===== config.mk =====
export PLATFORM = sky130hd
export DESIGN_NAME = stopwatch_core
export DESIGN_NICKNAME = d
export VERILOG_FILES = /design/src/rtl/stopwatch_pkg.sv /design/src/rtl/stopwatch_prescaler.sv /design/src/rtl/stopwatch_core.sv
export SDC_FILE = /design/constraint.sdc
export NUM_CORES = 1
export LEC_CHECK = 0
export CORE_AREA = 5 5 91 93
export DETAILED_ROUTE_END_ITERATION = 10
export DIE_AREA = 0 0 96 98
export PLACE_DENSITY = 0.63
export SLEW_MARGIN = 20
export SYNTH_ARGS = -nofsm -noshare
export SYNTH_HDL_FRONTEND = slang
export SYNTH_SLANG_ARGS = --single-unit
export TNS_END_PERCENT = 5

===== constraint.sdc =====
create_clock -name clk -period 2.3 [get_ports clk]
set_input_delay 0.69 -clock clk [delete_from_list [all_inputs] [get_ports clk]]
set_output_delay 0.69 -clock clk [all_outputs]
set_load 0.005 [all_outputs]

===== src/rtl/stopwatch_pkg.sv =====
// Shared types and constants for the stopwatch: BCD digit type, FSM states,
// and the BCD field increment helpers used for both run counting and adjust.
package stopwatch_pkg;

  typedef logic [3:0] bcd_t;

  typedef struct packed {
    bcd_t tens;
    bcd_t ones;
  } bcd_pair_t;

  typedef enum logic [1:0] {
    ST_RUN    = 2'd0,
    ST_PAUSED = 2'd1,
    ST_ADJUST = 2'd2
  } state_t;

  localparam int SEC_MAX = 59;

  function automatic logic at_max(input bcd_pair_t v, input int max);
    return (v.tens == bcd_t'(max / 10)) && (v.ones == bcd_t'(max % 10));
  endfunction

  // Two-digit BCD increment that wraps to 00 after reaching max.
  function automatic bcd_pair_t bcd_inc(input bcd_pair_t v, input int max);
    bcd_pair_t r;
    if (at_max(v, max)) begin
      r = '0;
    end else if (v.ones == 4'd9) begin
      r.tens = v.tens + 4'd1;
      r.ones = 4'd0;
    end else begin
      r.tens = v.tens;
      r.ones = v.ones + 4'd1;
    end
    return r;
  endfunction

endpackage


===== src/rtl/stopwatch_prescaler.sv =====
// Free-running divider producing single-cycle 1 Hz and 2 Hz strobes from clk.
// Strobes decode the registered count, so they are low while the count is 0.
module stopwatch_prescaler
  import stopwatch_pkg::*;
#(
  parameter int DIV_1HZ = 100000000
) (
  input  logic clk,
  input  logic reset,
  output logic tick_1hz,
  output logic tick_2hz
);

  localparam int CW = $clog2(DIV_1HZ);
  localparam logic [CW-1:0] LAST = CW'(DIV_1HZ - 1);
  localparam logic [CW-1:0] HALF = CW'(DIV_1HZ / 2 - 1);

  logic [CW-1:0] cnt;

  always_ff @(posedge clk) begin
    if (reset) begin
      cnt <= '0;
    end else if (cnt == LAST) begin
      cnt <= '0;
    end else begin
      cnt <= cnt + CW'(1);
    end
  end

  assign tick_1hz = (cnt == LAST);
  assign tick_2hz = (cnt == HALF) || (cnt == LAST);

endmodule


===== src/rtl/stopwatch_core.sv =====
// MM:SS stopwatch with run/pause and per-field adjust. Optional lap freeze of
// the display digits is built when STOPWATCH_LAP_EN is defined.
//
// state      | meaning
// -----------+-----------------------------------------------------------
// ST_RUN     | seconds advance on tick_1hz, minutes on seconds carry
// ST_PAUSED  | digits hold
// ST_ADJUST  | selected field steps on tick_2hz, blink toggles
module stopwatch_core
  import stopwatch_pkg::*;
#(
  parameter int DIV_1HZ = 100000000,
  parameter int MIN_MAX = 59
) (
  input  logic clk,
  input  logic RESET,
  input  logic PAUSE,
  input  logic ADJ,
  input  logic SEL,
`ifdef STOPWATCH_LAP_EN
  input  logic LAP,
  output logic lap_valid,
`endif
  output bcd_t min_tens,
  output bcd_t min_ones,
  output bcd_t sec_tens,
  output bcd_t sec_ones,
  output logic tick_1hz,
  output logic tick_2hz,
  output logic running,
  output logic blink,
  output logic wrap
);

  state_t    state;
  state_t    state_nxt;
  logic      run_nxt;
  logic      count_en;
  logic      adj_en;
  logic      at_rollover;
  bcd_pair_t mins;
  bcd_pair_t secs;
  bcd_pair_t mins_inc;
  bcd_pair_t secs_inc;
  bcd_pair_t disp_mins;
  bcd_pair_t disp_secs;

  stopwatch_prescaler #(
    .DIV_1HZ(DIV_1HZ)
  ) u_prescaler (
    .clk     (clk),
    .reset   (RESET),
    .tick_1hz(tick_1hz),
    .tick_2hz(tick_2hz)
  );

  // ADJ wins over a run tick arriving on the same cycle it is raised.
  always_comb begin
    run_nxt     = PAUSE ? ~running : running;
    count_en    = (state == ST_RUN) && !ADJ && tick_1hz;
    adj_en      = (state == ST_ADJUST) && tick_2hz;
    secs_inc    = bcd_inc(secs, SEC_MAX);
    mins_inc    = bcd_inc(mins, MIN_MAX);
    at_rollover = at_max(secs, SEC_MAX) && at_max(mins, MIN_MAX);
    if (ADJ) begin
      state_nxt = ST_ADJUST;
    end else if (run_nxt) begin
      state_nxt = ST_RUN;
    end else begin
      state_nxt = ST_PAUSED;
    end
  end

  always_ff @(posedge clk) begin
    if (RESET) begin
      state   <= ST_RUN;
      running <= 1'b1;
      mins    <= '0;
      secs    <= '0;
      blink   <= 1'b0;
      wrap    <= 1'b0;
    end else begin
      state   <= state_nxt;
      running <= run_nxt;
      wrap    <= count_en && at_rollover;

      if (count_en) begin
        secs <= secs_inc;
        if (at_max(secs, SEC_MAX)) begin
          mins <= mins_inc;
        end
      end else if (adj_en) begin
        if (SEL) begin
          secs <= secs_inc;
        end else begin
          mins <= mins_inc;
        end
      end

      if (state_nxt != ST_ADJUST) begin
        blink <= 1'b0;
      end else if (adj_en) begin
        blink <= ~blink;
      end
    end
  end

`ifdef STOPWATCH_LAP_EN
  bcd_pair_t lap_mins;
  bcd_pair_t lap_secs;

  // Snapshot is taken only on the freezing pulse; the live count keeps going.
  always_ff @(posedge clk) begin
    if (RESET) begin
      lap_valid <= 1'b0;
      lap_mins  <= '0;
      lap_secs  <= '0;
    end else if (LAP) begin
      if (!lap_valid) begin
        lap_mins <= mins;
        lap_secs <= secs;
      end
      lap_valid <= ~lap_valid;
    end
  end

  assign disp_mins = lap_valid ? lap_mins : mins;
  assign disp_secs = lap_valid ? lap_secs : secs;
`else
  assign disp_mins = mins;
  assign disp_secs = secs;
`endif

  assign min_tens = disp_mins.tens;
  assign min_ones = disp_mins.ones;
  assign sec_tens = disp_secs.tens;
  assign sec_ones = disp_secs.ones;

endmodule


==> results.yml <==
run_status:
  outcome: "finished with violations"
  failed_checks: "setup timing"
timing:
  fin_crit_sh_pct: 104
  worst-slew-pin-transition_ns: 0.488
  fin_ws_ns: -0.0824
  drv_slew: 0
  post-route-min-period_ns: 2.38
  setup_violations: 4
  skew_ns: 0.00544
  relSlewSlack_pct: 67.4
  fmax_mhz: 420
  rsz0062_at_grt: "true"
  hold_viol_final: 0
pwr:
  vdd_drop_max_v: 0.000187
  leakage_nw: 1.26
  power.density_nw_per_um2: 400
  switching_power_mw: 0.302
  p_clk_share_pct: 33.0
  power.total_mw: 1.38
  comb_power_share_pct: 5.5
  power.internal_mw: 1.08
  switching_share_pct: 21.9
  seqPwrFrac_pct: 61.5
floorplanning:
  fp-row-count: 32
  die_w_um: 96
  io_pins: 26
  die_h_um: 98
  die_area_um2: 9410
  core_area_um2: 7450
  initial_core_util_pct: 33.2
critical_path:
  cpPeakStageDelay_ns: 0.41
  crit_chain: "buf_4 -> and4bb_2 -> nand3_2 -> or3_4 -> nand2_2 -> buf_2"
  critPathLaunchType: "flip-flop"
  path_delay_family: "simple AND/OR/NAND/NOR gates"
  end_kind: "output port"
  worst_path_max_delay_cell: "or3_4"
  critical_path_class: "reg2out"
  crit_fanout: 2
  arrival_ns: 1.69
  path_buf_inv: 2
  required_ns: 1.61
logic_synthesis:
  synth_warnings: 0
  syn_nets: 306
  syn_avg_cell_area_um2: 8.47
  yosys_register_bits: 48
  synth_cell_types: 53
  synthesis.area_um2: 2470
  synth_ff_type: "dfxtp_1"
  synth_area_leaders: "dfxtp_1, nor2_1, ha_1"
  synth_edf_count: 0
  yosys.area.top_type: "dfxtp_1"
  synthArstFlopShare_pct: 0
  syn_inst: 292
  yosysSeqAreaShare_pct: 38.8
  synth_top_area_share_pct: 38.8
placement:
  place.gp.congestion: 0.822
  dp.final_hpwl_um: 4540
  dpl-instance-area_um2: 3200
  place_inst: 462
  port_buffers: 25
  pre_cts_ws_ns: -0.287
final_layout:
  instances_no_fill: 472
  seq_area_um2: 968
  final_common_cell: "buf_4"
  nets: 386
  area_growth_pct: 39.4
  final_cell_mix: "buf_4, nor2_1, dfxtp_1"
  final_layout_size_suffix_gt1_share_pct: 27.6
  insertedDiodeCount: 0
  n_fill_cell: 753
  multiInputGateArea_um2: 1540
  stdcell_area_um2: 3450
clock_network:
  numCtsBuffers: 5
  clkTransAtPathRegs_ns: 0.08
  h-tree-depth: 2
  cts_buffer_depth: 2
  cts.sinks: 48
  holdBufCountCts: 0
  insertion_delay_ns: 0.29
  cts_root_buf: "clkbuf_8"
  cts_tree: "done"
route:
  postRouteAntennaNets: 0
  vias: 2331
  route.detailed.drc: 0
  dr.first_iter.drc_count: 101
  firstDrtPassIters: 4
  wl_per_cell_um: 12.8
  drt-total-wl_um: 6050
  vias_per_cell: 4.94
grt:
  grt_max_degree: 27
  grt_pass1_vias: 2292
  antenna_found_initial: 0
  grt_usage_pct: 13.5
  grt_pass1_wl_um: 10300
  overflow: 0
min_path:
  hold_path_class: "reg2reg"
job:
  drv_cap: 0
[logic make-up after synthesis]
logic type,count (synthesis),synth area share [%]
compound gates,47,11.5
xor+xnor,22,7.79
fa+ha+maj,9,4.55
buf+inv,20,4.10
flops,48,38.8
mux,1,0.405
simple gates,145,32.8
[per-layer routing]
| layer | up-vias | global-route usage, % | routed length [um] |
|---|---|---|---|
| li1 | 1188 | - | - |
| met1 | 1104 | 16.4 | 2700 |
| met2 | 27 | 23.6 | 3120 |
| met3 | 12 | 2.85 | 124 |
| met4 | 0 | 3.94 | 108 |
| met5 | - | 0 | 0 |
[area by class of cell]
class,instances,area share [%]
tap,102,3.70
inverter,10,1.09
clock buffer,5,2.00
multi-input combinational,224,44.6
timing repair buffer,83,20.5
sequential,48,28.1
[through the flow]
step | hold slack (ns) | setup TNS [ns] | utilization, %
2_1_floorplan | 0.430 | 0 | -
3_3_place_gp | 0.495 | -2.40 | 42.9
3_5_place_dp | 0.495 | -3.01 | 42.9
4_1_cts | 0.507 | -0.331 | 45.5
5_1_grt | 0.532 | -0.885 | 46.3
6_report | 0.499 | -0.228 | 46.3
[registers in the layout (all words and copies together), names as in the netlist]
| name | flops |
|---|---|
| min_ones | 4 |
| running | 1 |
| sec_ones | 4 |
| wrap | 1 |
| sec_tens | 4 |
| u_prescaler.cnt | 27 |
| blink | 1 |
| state | 2 |
| min_tens | 4 |
[power by group through the flow]
stage	logic, mW	clock network [mW]	registers (mW)
floorplan	0.0339	0	0.865
global placement	0.0704	0	0.864
detailed placement	0.0717	0	0.864
CTS	0.0746	0.477	0.847
global route	0.0831	0.507	0.849
finish	0.0761	0.455	0.847
[path summary, 6_finish.rpt]
check,from,to,slack [ns],depth (start not counted)
min,sec_tens[3],sec_tens[3],0.50,2
min reg2reg,sec_tens[3],sec_tens[3],0.50,2
max,u_prescaler.cnt[26],tick_2hz,-0.08,6
max reg2reg,u_prescaler.cnt[26],min_ones[2],-0.04,11
[worst min-delay path, stage by stage (launching register included)]
cell	delay, ns
dfxtp_1	0.34
o31ai_2	0.06
a21oi_1	0.05
[Yosys cell counts (3+ instances only)]
master	instances
a21oi_1	21
and3_1	4
and4_1	3
buf_2	3
clkbuf_1	3
dfxtp_1	48
ha_1	9
inv_1	10
nand2_1	19
nand2b_1	5
nand3_1	16
nand4_1	9
nor2_1	43
nor3_1	5
nor4_1	3
o21ai_0	13
o31ai_1	4
or3_1	9
xnor2_1	11
xor2_1	11
[timing repair]
action | in CTS | in global routing
endpoints found under the setup margin | 2 | 18
pin swaps | 11 | 11
setup buffers | 5 | 0
cloned | 0 | 0
resized for setup | 28 | 14
hold endpoints to repair | 0 | 0
(Power assumes the default switching activity.)
